===== config.mk =====
export PLATFORM = sky130hd
export DESIGN_NAME = datapath_bus_core_flat
export DESIGN_NICKNAME = d
export VERILOG_FILES = /design/src/rtl/dp_pkg.sv /design/src/rtl/datapath_bus_core_if.sv /design/src/rtl/dp_reg32.sv /design/src/rtl/datapath_bus_core.sv /design/src/flat_wrapper.sv
export SDC_FILE = /design/constraint.sdc
export NUM_CORES = 2
export LEC_CHECK = 0
export CAP_MARGIN = 0
export CORE_ASPECT_RATIO = 0.5
export CORE_MARGIN = 2
export CORE_UTILIZATION = 53
export DETAILED_ROUTE_END_ITERATION = 8
export PLACE_DENSITY = 0.79
export SLEW_MARGIN = 20
export SYNTH_ARGS = -nofsm -noshare
export SYNTH_HDL_FRONTEND = slang
export SYNTH_SLANG_ARGS = --single-unit

===== constraint.sdc =====
create_clock -name clk -period 5.8 [get_ports clk]
set_clock_uncertainty 0.1 [all_clocks]
set_input_delay 1.74 -clock clk [delete_from_list [all_inputs] [get_ports clk]]
set_output_delay 1.74 -clock clk [all_outputs]
set_load 0.02 [all_outputs]

===== src/rtl/dp_pkg.sv =====
// Shared widths and bus-mux select codes for the single-bus register datapath.
package dp_pkg;

    localparam int DATA_W  = 32;
    localparam int NUM_GPR = 16;
    localparam int SEL_W   = 5;

    localparam logic [SEL_W-1:0] SEL_R0     = 5'd0;
    localparam logic [SEL_W-1:0] SEL_R15    = 5'd15;
    localparam logic [SEL_W-1:0] SEL_HI     = 5'd16;
    localparam logic [SEL_W-1:0] SEL_LO     = 5'd17;
    localparam logic [SEL_W-1:0] SEL_ZHI    = 5'd18;
    localparam logic [SEL_W-1:0] SEL_ZLO    = 5'd19;
    localparam logic [SEL_W-1:0] SEL_PC     = 5'd20;
    localparam logic [SEL_W-1:0] SEL_MDR    = 5'd21;
    localparam logic [SEL_W-1:0] SEL_INPORT = 5'd22;
    localparam logic [SEL_W-1:0] SEL_C      = 5'd23;

endpackage


===== src/rtl/datapath_bus_core_if.sv =====
// Control-unit/ALU side signal bundle of the datapath: strobes, load enables, data in, bus out.
interface datapath_bus_core_if;
    import dp_pkg::*;

    logic [NUM_GPR-1:0]  r_in;
    logic [NUM_GPR-1:0]  r_out;
    logic                pc_in, ir_in, y_in, hi_in, lo_in, zhi_in, zlo_in, mdr_in;
    logic                pc_out, hi_out, lo_out, zhi_out, zlo_out, mdr_out, inport_out, c_out;
    logic                read;
    logic [DATA_W-1:0]   mdatain;
    logic [DATA_W-1:0]   inport_data;
    logic [DATA_W-1:0]   c_sign_ext;
    logic [2*DATA_W-1:0] z_data;
    logic [DATA_W-1:0]   bus;
    logic [DATA_W-1:0]   y_q;
    logic [DATA_W-1:0]   ir_q;
    logic [SEL_W-1:0]    sel;
    logic                sel_valid;

    modport master (
        output r_in, r_out,
        output pc_in, ir_in, y_in, hi_in, lo_in, zhi_in, zlo_in, mdr_in,
        output pc_out, hi_out, lo_out, zhi_out, zlo_out, mdr_out, inport_out, c_out,
        output read, mdatain, inport_data, c_sign_ext, z_data,
        input  bus, y_q, ir_q, sel, sel_valid
    );

    modport slave (
        input  r_in, r_out,
        input  pc_in, ir_in, y_in, hi_in, lo_in, zhi_in, zlo_in, mdr_in,
        input  pc_out, hi_out, lo_out, zhi_out, zlo_out, mdr_out, inport_out, c_out,
        input  read, mdatain, inport_data, c_sign_ext, z_data,
        output bus, y_q, ir_q, sel, sel_valid
    );

endinterface


===== src/rtl/dp_reg32.sv =====
// 32-bit load-enable register with asynchronous active-low clear.
module dp_reg32
    import dp_pkg::*;
(
    input  logic              clk,
    input  logic              clr,
    input  logic              en_i,
    input  logic [DATA_W-1:0] d_i,
    output logic [DATA_W-1:0] q_o
);

    logic [DATA_W-1:0] q_q;
    logic [DATA_W-1:0] q_d;

    assign q_d = en_i ? d_i : q_q;

    always_ff @(posedge clk or negedge clr) begin
        if (!clr) q_q <= '0;
        else      q_q <= q_d;
    end

    assign q_o = q_q;

endmodule


===== src/rtl/datapath_bus_core.sv =====
// Single-bus register datapath: GPRs + special registers, priority-encoded bus mux.
// Optional R0_ZERO_EN: R0 hardwired to zero (loads ignored, reads as 0).
module datapath_bus_core
    import dp_pkg::*;
(
    input  logic               clk,
    input  logic               clr,
    datapath_bus_core_if.slave dp
);

    logic [DATA_W-1:0] gpr_q [NUM_GPR];
    logic [DATA_W-1:0] pc_q, ir_q, y_q, hi_q, lo_q, zhi_q, zlo_q, mdr_q;
    logic [DATA_W-1:0] mdr_d;
    logic [DATA_W-1:0] bus_val;
    logic [31:0]       enc_vec;
    logic [SEL_W-1:0]  sel_c;
    logic              sel_valid_c;

`ifdef R0_ZERO_EN
    localparam int GPR_FIRST = 1;
    logic unused_r0_in;
    assign unused_r0_in = dp.r_in[0];
    assign gpr_q[0]     = '0;
`else
    localparam int GPR_FIRST = 0;
`endif

    for (genvar i = GPR_FIRST; i < NUM_GPR; i++) begin : g_gpr
        dp_reg32 u_gpr (.clk(clk), .clr(clr), .en_i(dp.r_in[i]), .d_i(bus_val), .q_o(gpr_q[i]));
    end

    dp_reg32 u_pc  (.clk(clk), .clr(clr), .en_i(dp.pc_in),  .d_i(bus_val), .q_o(pc_q));
    dp_reg32 u_ir  (.clk(clk), .clr(clr), .en_i(dp.ir_in),  .d_i(bus_val), .q_o(ir_q));
    dp_reg32 u_y   (.clk(clk), .clr(clr), .en_i(dp.y_in),   .d_i(bus_val), .q_o(y_q));
    dp_reg32 u_hi  (.clk(clk), .clr(clr), .en_i(dp.hi_in),  .d_i(bus_val), .q_o(hi_q));
    dp_reg32 u_lo  (.clk(clk), .clr(clr), .en_i(dp.lo_in),  .d_i(bus_val), .q_o(lo_q));
    dp_reg32 u_zhi (.clk(clk), .clr(clr), .en_i(dp.zhi_in), .d_i(dp.z_data[2*DATA_W-1:DATA_W]), .q_o(zhi_q));
    dp_reg32 u_zlo (.clk(clk), .clr(clr), .en_i(dp.zlo_in), .d_i(dp.z_data[DATA_W-1:0]), .q_o(zlo_q));

    assign mdr_d = dp.read ? dp.mdatain : bus_val;
    dp_reg32 u_mdr (.clk(clk), .clr(clr), .en_i(dp.mdr_in), .d_i(mdr_d), .q_o(mdr_q));

    // Encoder bit order fixes bus priority: later sources override earlier ones.
    assign enc_vec = {8'h00, dp.c_out, dp.inport_out, dp.mdr_out, dp.pc_out,
                      dp.zlo_out, dp.zhi_out, dp.lo_out, dp.hi_out, dp.r_out};

    always_comb begin
        sel_c = '0;
        for (int i = 0; i < 32; i++) begin
            if (enc_vec[i]) sel_c = SEL_W'(i);
        end
    end

    assign sel_valid_c = |enc_vec;

    always_comb begin
        bus_val = '0;
        if (sel_valid_c) begin
            if (sel_c <= SEL_R15) begin
                bus_val = gpr_q[sel_c[3:0]];
            end else begin
                case (sel_c)
                    SEL_HI:     bus_val = hi_q;
                    SEL_LO:     bus_val = lo_q;
                    SEL_ZHI:    bus_val = zhi_q;
                    SEL_ZLO:    bus_val = zlo_q;
                    SEL_PC:     bus_val = pc_q;
                    SEL_MDR:    bus_val = mdr_q;
                    SEL_INPORT: bus_val = dp.inport_data;
                    SEL_C:      bus_val = dp.c_sign_ext;
                    default:    bus_val = '0;
                endcase
            end
        end
    end

    assign dp.bus       = bus_val;
    assign dp.sel       = sel_c;
    assign dp.sel_valid = sel_valid_c;
    assign dp.y_q       = y_q;
    assign dp.ir_q      = ir_q;

endmodule


===== src/flat_wrapper.sv =====
// flat-port wrapper written by rule: the top's interface ports become plain ports
module datapath_bus_core_flat import dp_pkg::*;
  (clk, clr, dp_r_in, dp_r_out, dp_pc_in, dp_ir_in, dp_y_in, dp_hi_in, dp_lo_in, dp_zhi_in, dp_zlo_in, dp_mdr_in, dp_pc_out, dp_hi_out, dp_lo_out, dp_zhi_out, dp_zlo_out, dp_mdr_out, dp_inport_out, dp_c_out, dp_read, dp_mdatain, dp_inport_data, dp_c_sign_ext, dp_z_data, dp_bus, dp_y_q, dp_ir_q, dp_sel, dp_sel_valid);
  datapath_bus_core_if dp_i ();
  input  logic clk;
  input  logic clr;
  input wire logic [$bits(dp_i.r_in)-1:0] dp_r_in;
  input wire logic [$bits(dp_i.r_out)-1:0] dp_r_out;
  input wire logic [$bits(dp_i.pc_in)-1:0] dp_pc_in;
  input wire logic [$bits(dp_i.ir_in)-1:0] dp_ir_in;
  input wire logic [$bits(dp_i.y_in)-1:0] dp_y_in;
  input wire logic [$bits(dp_i.hi_in)-1:0] dp_hi_in;
  input wire logic [$bits(dp_i.lo_in)-1:0] dp_lo_in;
  input wire logic [$bits(dp_i.zhi_in)-1:0] dp_zhi_in;
  input wire logic [$bits(dp_i.zlo_in)-1:0] dp_zlo_in;
  input wire logic [$bits(dp_i.mdr_in)-1:0] dp_mdr_in;
  input wire logic [$bits(dp_i.pc_out)-1:0] dp_pc_out;
  input wire logic [$bits(dp_i.hi_out)-1:0] dp_hi_out;
  input wire logic [$bits(dp_i.lo_out)-1:0] dp_lo_out;
  input wire logic [$bits(dp_i.zhi_out)-1:0] dp_zhi_out;
  input wire logic [$bits(dp_i.zlo_out)-1:0] dp_zlo_out;
  input wire logic [$bits(dp_i.mdr_out)-1:0] dp_mdr_out;
  input wire logic [$bits(dp_i.inport_out)-1:0] dp_inport_out;
  input wire logic [$bits(dp_i.c_out)-1:0] dp_c_out;
  input wire logic [$bits(dp_i.read)-1:0] dp_read;
  input wire logic [$bits(dp_i.mdatain)-1:0] dp_mdatain;
  input wire logic [$bits(dp_i.inport_data)-1:0] dp_inport_data;
  input wire logic [$bits(dp_i.c_sign_ext)-1:0] dp_c_sign_ext;
  input wire logic [$bits(dp_i.z_data)-1:0] dp_z_data;
  output wire logic [$bits(dp_i.bus)-1:0] dp_bus;
  output wire logic [$bits(dp_i.y_q)-1:0] dp_y_q;
  output wire logic [$bits(dp_i.ir_q)-1:0] dp_ir_q;
  output wire logic [$bits(dp_i.sel)-1:0] dp_sel;
  output wire logic [$bits(dp_i.sel_valid)-1:0] dp_sel_valid;
  assign dp_i.r_in = dp_r_in;
  assign dp_i.r_out = dp_r_out;
  assign dp_i.pc_in = dp_pc_in;
  assign dp_i.ir_in = dp_ir_in;
  assign dp_i.y_in = dp_y_in;
  assign dp_i.hi_in = dp_hi_in;
  assign dp_i.lo_in = dp_lo_in;
  assign dp_i.zhi_in = dp_zhi_in;
  assign dp_i.zlo_in = dp_zlo_in;
  assign dp_i.mdr_in = dp_mdr_in;
  assign dp_i.pc_out = dp_pc_out;
  assign dp_i.hi_out = dp_hi_out;
  assign dp_i.lo_out = dp_lo_out;
  assign dp_i.zhi_out = dp_zhi_out;
  assign dp_i.zlo_out = dp_zlo_out;
  assign dp_i.mdr_out = dp_mdr_out;
  assign dp_i.inport_out = dp_inport_out;
  assign dp_i.c_out = dp_c_out;
  assign dp_i.read = dp_read;
  assign dp_i.mdatain = dp_mdatain;
  assign dp_i.inport_data = dp_inport_data;
  assign dp_i.c_sign_ext = dp_c_sign_ext;
  assign dp_i.z_data = dp_z_data;
  assign dp_bus = dp_i.bus;
  assign dp_y_q = dp_i.y_q;
  assign dp_ir_q = dp_i.ir_q;
  assign dp_sel = dp_i.sel;
  assign dp_sel_valid = dp_i.sel_valid;
  datapath_bus_core u_core (.clk(clk), .clr(clr), .dp(dp_i));
endmodule

# After elaboration in Yosys (flattened, before gate mapping)
# Cells that the tools add are included.
[op_classes]
reduce_logical = 1
order_cmp = 2
shifts = 0
n_mul = 0
bitwise = 1
addsub = 0
div = 0
mux = 30
n_eq_ne = 8
[op_table]
columns = ["cell", "count"]
rows = [
  ["case mux 32 bit (8 select lines)", 1],
  ["two-way mux 32 bit", 5],
  ["binary-select mux 32 bit (select 4 bit)", 1],
  ["two-way mux 5 bit", 15],
  ["equality test 5 bit, second input constant", 8],
  ["OR reduction 24 bit", 1],
  ["two-way mux 3 bit", 4],
  ["greater-or-equal comparator 5 bit, second input constant", 1],
  ["<= comparator 5 x 4 -> 1 bit, second input constant", 1],
  ["inverter 4 -> 5 bit", 1],
  ["two-way mux 2 bit", 2],
  ["two-way mux 4 bit", 1],
  ["two-way mux 1 bit", 1],
]
[totals]
romBits = 0
ramBits = 0
in_bits = 211
n_memories = 0
latch_bits = 0
output_inout_bits = 102
ff_bits = 768
elab_cells = 66

# Logic depth before layout (Yosys ltp)
[logic_depth]
depth_word = 30
depth_mapped = 14
ltp_nobuf = 10

# By module
# A second synthesis with hierarchy kept.
[unflattened]
hier_cells = 2844
area_unflattened_um2 = 39619.2
[modules_own_cells]
columns = ["module", "cells_per_inst", "n_inst", "seq_area_each_um2", "area_per_inst_um2"]
rows = [
  ["dp_reg32", 68, 24, 800.8, 1345.0],
  ["datapath_bus_core", 1212, 1, 0.0, 7338.3],
]

# Least setup slack after synthesis
# No wires, ideal clock.
[synth_path]
kind = "input-to-output"
startpoint = "input dp_mdr_out"
endpoint = "output dp_bus[30]"
arrival_ns = 4.041
cell_stages = 11
required_ns = 3.960
path_slack_ns = -0.081
cell_sequence = "buf_2 or4_4 nor2_4 inv_2 or3_1 buf_6 or2_1 o22ai_1 a2111oi_2 a21oi_2 buf_4"
[synth_via]
elab_cells_between_ends = 20
classes_between = "order compare (1); eq/ne (8); mux (9); bitwise (1); reduce/logical (1)"
[synth_lines]
columns = ["item", "line_no", "source"]
rows = [
  ["from (decl)", "flat_wrapper.sv:22", "input wire logic [$bits(dp_i.mdr_out)-1:0] dp_mdr_out;"],
  ["two-way mux 5 bit * (3 in series)", "datapath_bus_core.sv:50", "if (enc_vec[i]) sel_c = SEL_W'(i);"],
  ["named net dp_sel[4]", "flat_wrapper.sv:33", "output wire logic [$bits(dp_i.sel)-1:0] dp_sel;"],
  ["equality test 5 bit", "datapath_bus_core.sv:62", "case (sel_c)"],
  ["case mux 32 bit (8 select lines)", "datapath_bus_core.sv:62", ""],
  ["two-way mux 32 bit *", "datapath_bus_core.sv:59", "if (sel_c <= SEL_R15) begin"],
  ["two-way mux 32 bit *", "datapath_bus_core.sv:58", "if (sel_valid_c) begin"],
  ["to (decl)", "flat_wrapper.sv:30", "output wire logic [$bits(dp_i.bus)-1:0] dp_bus;"],
]
# The timed path passes the listed nets; every way through them passes the cells marked *. The select of a mux whose other input is x is not followed.

# Worst setup path after layout
[layout_path]
startpoint = "input dp_r_out[14]"
endpoint = "output dp_bus[3]"
[layout_via]
elab_chain_cells = 16
elab_cells_between_ends = 27
classes_between = "order compare (1); eq/ne (8); mux (16); bitwise (1); reduce/logical (1)"
[layout_lines]
columns = ["item", "line_no", "source"]
rows = [
  ["from (decl)", "flat_wrapper.sv:8", "input wire logic [$bits(dp_i.r_out)-1:0] dp_r_out;"],
  ["two-way mux 5 bit (10 in series)", "datapath_bus_core.sv:50", ""],
  ["inverter 4 -> 5 bit (not written as such)", "datapath_bus_core.sv:60", "bus_val = gpr_q[sel_c[3:0]];"],
  ["binary-select mux 32 bit (select 4 bit)", "datapath_bus_core.sv:60", ""],
  ["two-way mux 32 bit (not written as such) (2 in series)", "datapath_bus_core.sv:60", ""],
  ["two-way mux 32 bit", "datapath_bus_core.sv:59", ""],
  ["two-way mux 32 bit *", "datapath_bus_core.sv:58", ""],
]
# Every way passes the cells marked *; elsewhere a longest branch is shown, timed or not. The select of a mux whose other input is x is not followed.

==> metrics list <==
- Filler Cells Inserted: 4614
- The total overflow left after global routing is 0.
* Die area: 73600 µm²
* Cell types with the largest area share after synthesis: dfrtp_1, mux2_2, mux2_4
* Largest stage delay on the critical path: around 420 ps
- After global routing, the most crowded layer is met2.
- The number of global-route vias before repair came to 29400.
- Level count of the clock H-tree: 3
- Met2 track demand over resource in global routing: a little over half
- Number of synthesized flops with an enable pin: 0
- # setup viols final: 33
- The most used flip-flop cell after synthesis is dfrtp_1.
* GRT met1 Usage: 42.6%
* Global-route wire length before repair: between 150 and 200 mm
- For this configuration, the core starts out at a cell density of roughly 53%.
* Antenna violations before repair: 8
- The worst-case IR drop observed on VDD is 0.214 mV.
- After layout, the minimum clock period comes to ~6400 ps.
* Netlist cell types: between 70 and 80
- Count of TritonRoute iterations in the first routing pass: 7
- The hold violation count in the final report came to 0.
* Clock latency reported for the late side of the worst-skew pair: roughly 640 ps
- Area taken by multi-input logic gates: roughly 18000 µm²
- For met3 alone, demand over resource in global routing was ~7.3%.
- Walking the worst path, the cells encountered are buf_12 -> or3b_4 -> a311oi_4 -> nor2_4 -> buf_6 -> o21ai_4 -> buf_12 -> buf_4 -> buf_12 -> buf_12 -> mux2_4 -> o22ai_2 -> a211o_1 -> a211oi_2 -> buf_4 -> buf_6.
- The tree built by TritonCTS fans out to approximately 770 sinks.
- Max_cap viols: 0
* Post-route setup slack: -569 ps
* Highest clock frequency the design can meet: approximately 160 MHz
- Sequential elements use about half of the synthesized area.
* Async S/R FF share, synth: 100%
- Violations in the final reports: setup timing
- Number of CTS-inserted buffers: 70
- Total via count after detailed routing: 28500
- Maximum buffer depth of the clock tree: 3
- Clock-pin slew was measured on the worst setup and hold paths at roughly 70 ps.
- Post-route DRC: 0
- Along the worst path, the maximum fanout reaches 9.
* Slew at the pin closest to its max-slew limit: between 1000 and 1500 ps
- Prior to clock tree synthesis, the placed netlist has a worst setup slack of -1610 ps.
- PwrDens: about 310 nW/µm²
* DR WL/cell: between 20 and 30 µm
* I/O pin count: approximately 310
* Worst setup EP type: output pin
- CTS tree: yes
- Pin count of the biggest net entering global routing: 153
* Arrival time at the worst endpoint: 4530 ps
- Yosys reg bits: roughly 770
* Final Cycle Share: 110%
- Startpoint class of the critical path: primary input
* Normalized max-slew margin: around a fifth
* Layout Cell Area excl Fill: ~48000 µm²
* Count of cells along the worst hold path: 1
* Synth Net Count: roughly 3000
* Synthesized area per cell: 13.2 µm²
- Routability-driven placement finished with a final weighted congestion of 0.940.
* Crit-path most repeated cell: buf_12
- Aggregate global-route resource usage: between 30% and 40%
* Number of standard-cell rows in the floorplan: between 60 and 70
- Measured in cells, the most critical reg-to-reg path has a length of 8.
- Layout cell share with drive strength beyond 1: a little under half
* Register area: 19200 µm²
- The path class of the tightest hold or removal check is register to register.
- The largest individual stage delay along the critical path comes from the cell or3b_4.
- Cell area after placement: between 40000 and 50000 µm²
- Root Buffer: clkbuf_16
* Category of the most critical setup path: primary input to output pin
- From synthesis to final layout, the design area changed by 28.0%.
* Estimated wirelength of the detail-placed design: between 70 and 80 mm
* Synth Cell Area: approximately 38000 µm²
- Of the post-synthesis cell area, the dominant cell type holds 50.8%.
* Count of warnings emitted by yosys: 0
* Count of port buffers added during placement: 312
- Synth Instances: between 2000 and 3000
- For the worst setup path, the data required time is 3960 ps.
- The number of pins exceeding their max-slew limit in the final report came to 0.
* Setup repair after global routing missed its margin: yes
- Leakage: between 20 and 25 nW
- For this block, the initial DRC count from the detailed router was around 3500.
- dfrtp_1 takes more of the synthesized area than any other cell.
* Nets: around 3600
- The detail route stage leaves a number of antenna-violating nets equal to 0.
* Die width: between 300 and 400 µm
- Total length of routed wires: 128 mm
- The flow ran to the end, but the final reports show violations.
* Core area: slightly above 70000 µm²
- The die is 193 µm tall.
- In the routed layout, each cell is associated on average with a via count of approximately 6.4.
## final timing paths
kind | start | to | slack (ps)
min | u_core.g_gpr[15].u_gpr.q_o[18] | u_core.g_gpr[15].u_gpr.q_o[18] | 400
max | dp_r_out[14] | dp_bus[3] | -570
min reg2reg | u_core.g_gpr[15].u_gpr.q_o[18] | u_core.g_gpr[15].u_gpr.q_o[18] | 400
min in group asynchronous | clr | u_core.g_gpr[3].u_gpr.q_o[15] | 960
max reg2reg | u_core.u_mdr.q_o[23] | u_core.g_gpr[0].u_gpr.q_o[23] | 3100
max in group asynchronous | clr | u_core.g_gpr[12].u_gpr.q_o[0] | 3350
## per-stage QoR
step                      total power [mW]  setup TNS [ps]  instances  hold slack, ps  util [%]
final                                 14.9          -13900       4437             402      68.4
after global routing                  15.4          -15520       4426             413      68.3
after CTS                             14.8          -12550       4381             402      67.4
after detailed placement              9.62          -43790       4167             387      61.2
after global placement                9.48          -42790       4167             367      61.2
after floorplan                       8.44           -45.7       2855             358         -
## worst max-delay path, delay by kind of cell
family                 cells  cell delay, ps
buffers and inverters      8            1100
AOI/OAI and AO/OA          5            1000
and+or+nand+nor            2             490
muxes                      1             150
## state kept, by name, summed over array words and instances (netlist names)
name	cells
u_core.u_y.q_o	32
u_core.u_zlo.q_o	32
u_core.g_gpr.u_gpr.q_o	512
u_core.u_pc.q_o	32
u_core.u_ir.q_o	32
u_core.u_hi.q_o	32
u_core.u_zhi.q_o	32
u_core.u_lo.q_o	32
u_core.u_mdr.q_o	32
## cell usage after synthesis (30+ instances only)
cell type / count
and3_1: 30
mux2_2: 510
nor2_1: 42
buf_1: 33
mux2i_1: 165
nor3_1: 45
nand2_1: 141
nand3_1: 98
buf_2: 52
a211oi_1: 48
a221o_1: 31
o21ai_0: 79
mux2_4: 246
a22oi_1: 34
clkbuf_1: 119
dfrtp_1: 768
a21oi_1: 67
buf_6: 42
## layout by cell type (no fill, tap or decap), drive strengths merged, types with 24 or more instances in the layout
| master | count |
|---|---|
| nor2 | 48 |
| a22oi | 47 |
| o22ai | 24 |
| inv | 30 |
| and3 | 30 |
| buf | 509 |
| a21oi | 75 |
| nand2 | 143 |
| nor4 | 25 |
| a211oi | 49 |
| clkbuf | 107 |
| clkdlybuf4s50 | 230 |
| a32o | 24 |
| nand3 | 115 |
| o21ai | 82 |
| mux2i | 165 |
| nor3 | 45 |
| dfrtp | 768 |
| a221o | 31 |
| mux2 | 757 |
## timing repair
action                                  in CTS  in global routing
pin swaps                                  113                 62
endpoints found under the setup margin      36                 34
setup buffers                               80                 40
resized for setup                          435                 84
hold buffers                                 0                  0
gates cloned                                15                  2
## final cells by class
type / count / share of cell area [%]
diodes: 18 / 0.0931
clock buffers: 102 / 4.37
clock inverters: 24 / 0.638
inverters: 27 / 0.240
multi-input cells: 1784 / 36.8
flip-flops and latches: 768 / 39.7
well taps: 958 / 2.48
repair buffers: 756 / 15.7
## layer usage
layer	vias up	routed length [µm]
met5	-	0
met4	0	7760
met3	493	11200
met2	1612	60700
met1	14900	48500
li1	11500	-
## report_power, final
part / total, mW / internal [mW] / switching, mW
logic: 3.29 / 1.73 / 1.56
clock network: 4.97 / 2.82 / 2.15
registers: 6.66 / 6.16 / 0.504
total: 14.9 / 10.7 / 4.22
## kinds of logic (layout without fill, tap and decap cells)
group / count (synthesis) / count (layout) / share of synthesized area, %
AO/OA/AOI/OAI: 425 / 427 / 8.61
buffers and inverters: 305 / 909 / 4.56
flip-flops: 768 / 768 / 50.8
multiplexers: 922 / 922 / 29.4
other: 0 / 18 / 0
AND/OR/NAND/NOR: 435 / 435 / 6.64
Note: power is estimated with default switching activity, not from simulation.
==> RTL edit (same flow settings) <==
Build with the macro `R0_ZERO_EN` defined.
--- a/src/rtl/datapath_bus_core.sv
+++ b/src/rtl/datapath_bus_core.sv
@@ -1,5 +1,7 @@
 // Single-bus register datapath: GPRs + special registers, priority-encoded bus mux.
 // Optional R0_ZERO_EN: R0 hardwired to zero (loads ignored, reads as 0).
+`define R0_ZERO_EN
+
 module datapath_bus_core
     import dp_pkg::*;
 (
Function: not settled (the Yosys comparison gave no result); the edit may change what the design does.
==> RTL edit against the original RTL <==
Critical path type unchanged; sequential cell count decreased by 32; synthesized area decreased by 9.6%; setup slack got worse by 0.14 ns; largest cell class unchanged; total power decreased by 7.0%; the run ends with DRC, setup timing left; critical path depth decreased by 3; worst hold slack got worse by 0.0039 ns; critical endpoint is now dp_bus[17]; wire length decreased by 3.3%; cell area decreased by 6.7%.
==> RTL edit: results (changes against the original RTL) <==
route:
  vias_per_cell: 6.608  # +2.8%
  routedWlPerCell_um: 29.09  # +0.76%
  wl_met2_mm: 57.58  # -5.1%
  drtPass1Iterations: 8  # +1
  highest_layer: "met5"
  wl_met3_mm: 12.27  # +9.8%
  drc_errors: 2  # +2
  drt-met1-wl_mm: 45.48  # -6.2%
  drtIter0Drc: 3299  # -6.0%
yosys:
  ys_top_cells_by_count: "dfrtp_1, mux2_2, nand2_1"
  synth-seq-area-share_pct: 53.88  # +3.0 points
  synthXorXnorAreaFrac_pct: 0  # unchanged
  synth_compound_area_share_pct: 9.813  # +1.2 points
  synthTopCellsByArea: "dfrtp_1, mux2_2, nand2_1"
  synth.distinct_cells: 74  # -2.6%
  synthMuxAreaShare_pct: 25.40  # -4.0 points
  syn_nets: 3010  # -1.8%
timing:
  relSlewSlack_pct: 21.15  # +1.3 points
  finalSetupViolCount: 32  # -3.0%
  tns_ns: -19.27  # -5.379 ns
  hold_viol: 0  # unchanged
  setup_ws_ns: -0.7103  # -0.1412 ns
global_route:
  grt_pass1_vias: 28610  # -2.7%
  grt_max_degree: 103  # -33%
  use_met1_pct: 46.17  # +3.6 points
  antenna_found_initial: 5  # -3
  grt.met3_usage_pct: 8.642  # +1.3 points
  grt_pass1_wl_mm: 179.8  # -3.3%
  use_met2_pct: 57.20  # +3.0 points
  grt_usage_pct: 36.20  # +2.6 points
placement:
  place_area_mm2: 0.04060  # -6.3%
  pre_cts_slack_ns: -1.653  # -0.04255 ns
  port_buffers: 311  # -0.32%
  dp_hpwl_mm: 79.29  # about the same
  place_congestion: 0.9778  # +4.1%
worst_setup_path:
  crit_family: "compound AO/OA/AOI/OAI gates"
  cp_slowest_cell: "or4_4"
  crit_fanout: 8  # -1
  crit_path_max_incr_delay_ns: 0.51  # +0.09 ns
  cp_data_arrival_time_ns: 4.67  # +0.14 ns
clock_tree:
  clockRootBuffer: "clkbuf_16"
  numCtsBuffers: 67  # -4.3%
  cts-htree-levels: 3  # unchanged
  clock_path_buffers: 3  # unchanged
cells_and_area:
  largest_reg_flops: 480  # -6.3%
  fin_nets: 3578  # -1.1%
  drive_above_1_share_pct: 45.45  # -1.2 points
  num-fill-cells: 4042  # -12%
power_and_ir_drop:
  power.net_switching_uw: 3996  # -5.2%
  clock_power_share_pct: 32.8  # -0.5 points
  vdd_drop_max_uv: 196.8  # -8.1%
  powerSeq_uw: 6390  # -4.1%
  power_leakage_uw: 0.01963  # -11%
run_status:
  failed_checks: "DRC, setup timing"
  status: "finished, violations left"
min_path:
  hp-class: "reg2reg"
## RTL edit: logic make-up (layout without fill, tap and decap cells)
logic type	count (synthesis)	count (layout)
flip-flops	736	736
AND/OR/NAND/NOR	538	538
buffers and inverters	284	902
other	0	4
multiplexers	778	778
AO/OA/AOI/OAI	463	463
## RTL edit: worst paths after layout
path	start	to	slack, ns	cells after the start
max	dp_zlo_out	dp_bus[17]	-0.71	13
min	u_core.u_mdr.q_o[28]	u_core.u_mdr.q_o[28]	0.40	1
max reg2reg	u_core.g_gpr[5].u_gpr.q_o[14]	u_core.u_mdr.q_o[14]	3.22	9
min reg2reg	u_core.u_mdr.q_o[28]	u_core.u_mdr.q_o[28]	0.40	1
max in group asynchronous	clr	u_core.u_zhi.q_o[3]	3.36	2
min in group asynchronous	clr	u_core.g_gpr[10].u_gpr.q_o[21]	1.07	1
## RTL edit: layout make-up
type                            count  area [um^2]  area share (%)
Inverter                           10        57.56          0.1274
Sequential cell                   736        18420           40.77
Antenna cell                        4        10.01         0.02216
Clock buffer                      102         1979           4.381
Multi-Input combinational cell   1779        15870           35.12
Clock inverter                     17        190.2          0.4209
Tap cell                          837         1047           2.318
Timing Repair Buffer              773         7610           16.84
## RTL edit: repair_timing
action	in CTS	in global routing
endpoints found under the setup margin	37	35
gates resized for setup	438	132
buffers inserted	61	32
cloned	7	1
pin swaps	81	88
## RTL edit: stage by stage
step / std cells / power (uW) / utilization, %
after global placement: 4043 / 8877 / 64.00
after global routing: 4256 / 14290 / 71.21
after CTS: 4228 / 13670 / 70.00
after detailed placement: 4043 / 9016 / 64.00
after floorplan: 2799 / 7825 / -
final: 4258 / 13890 / 71.22
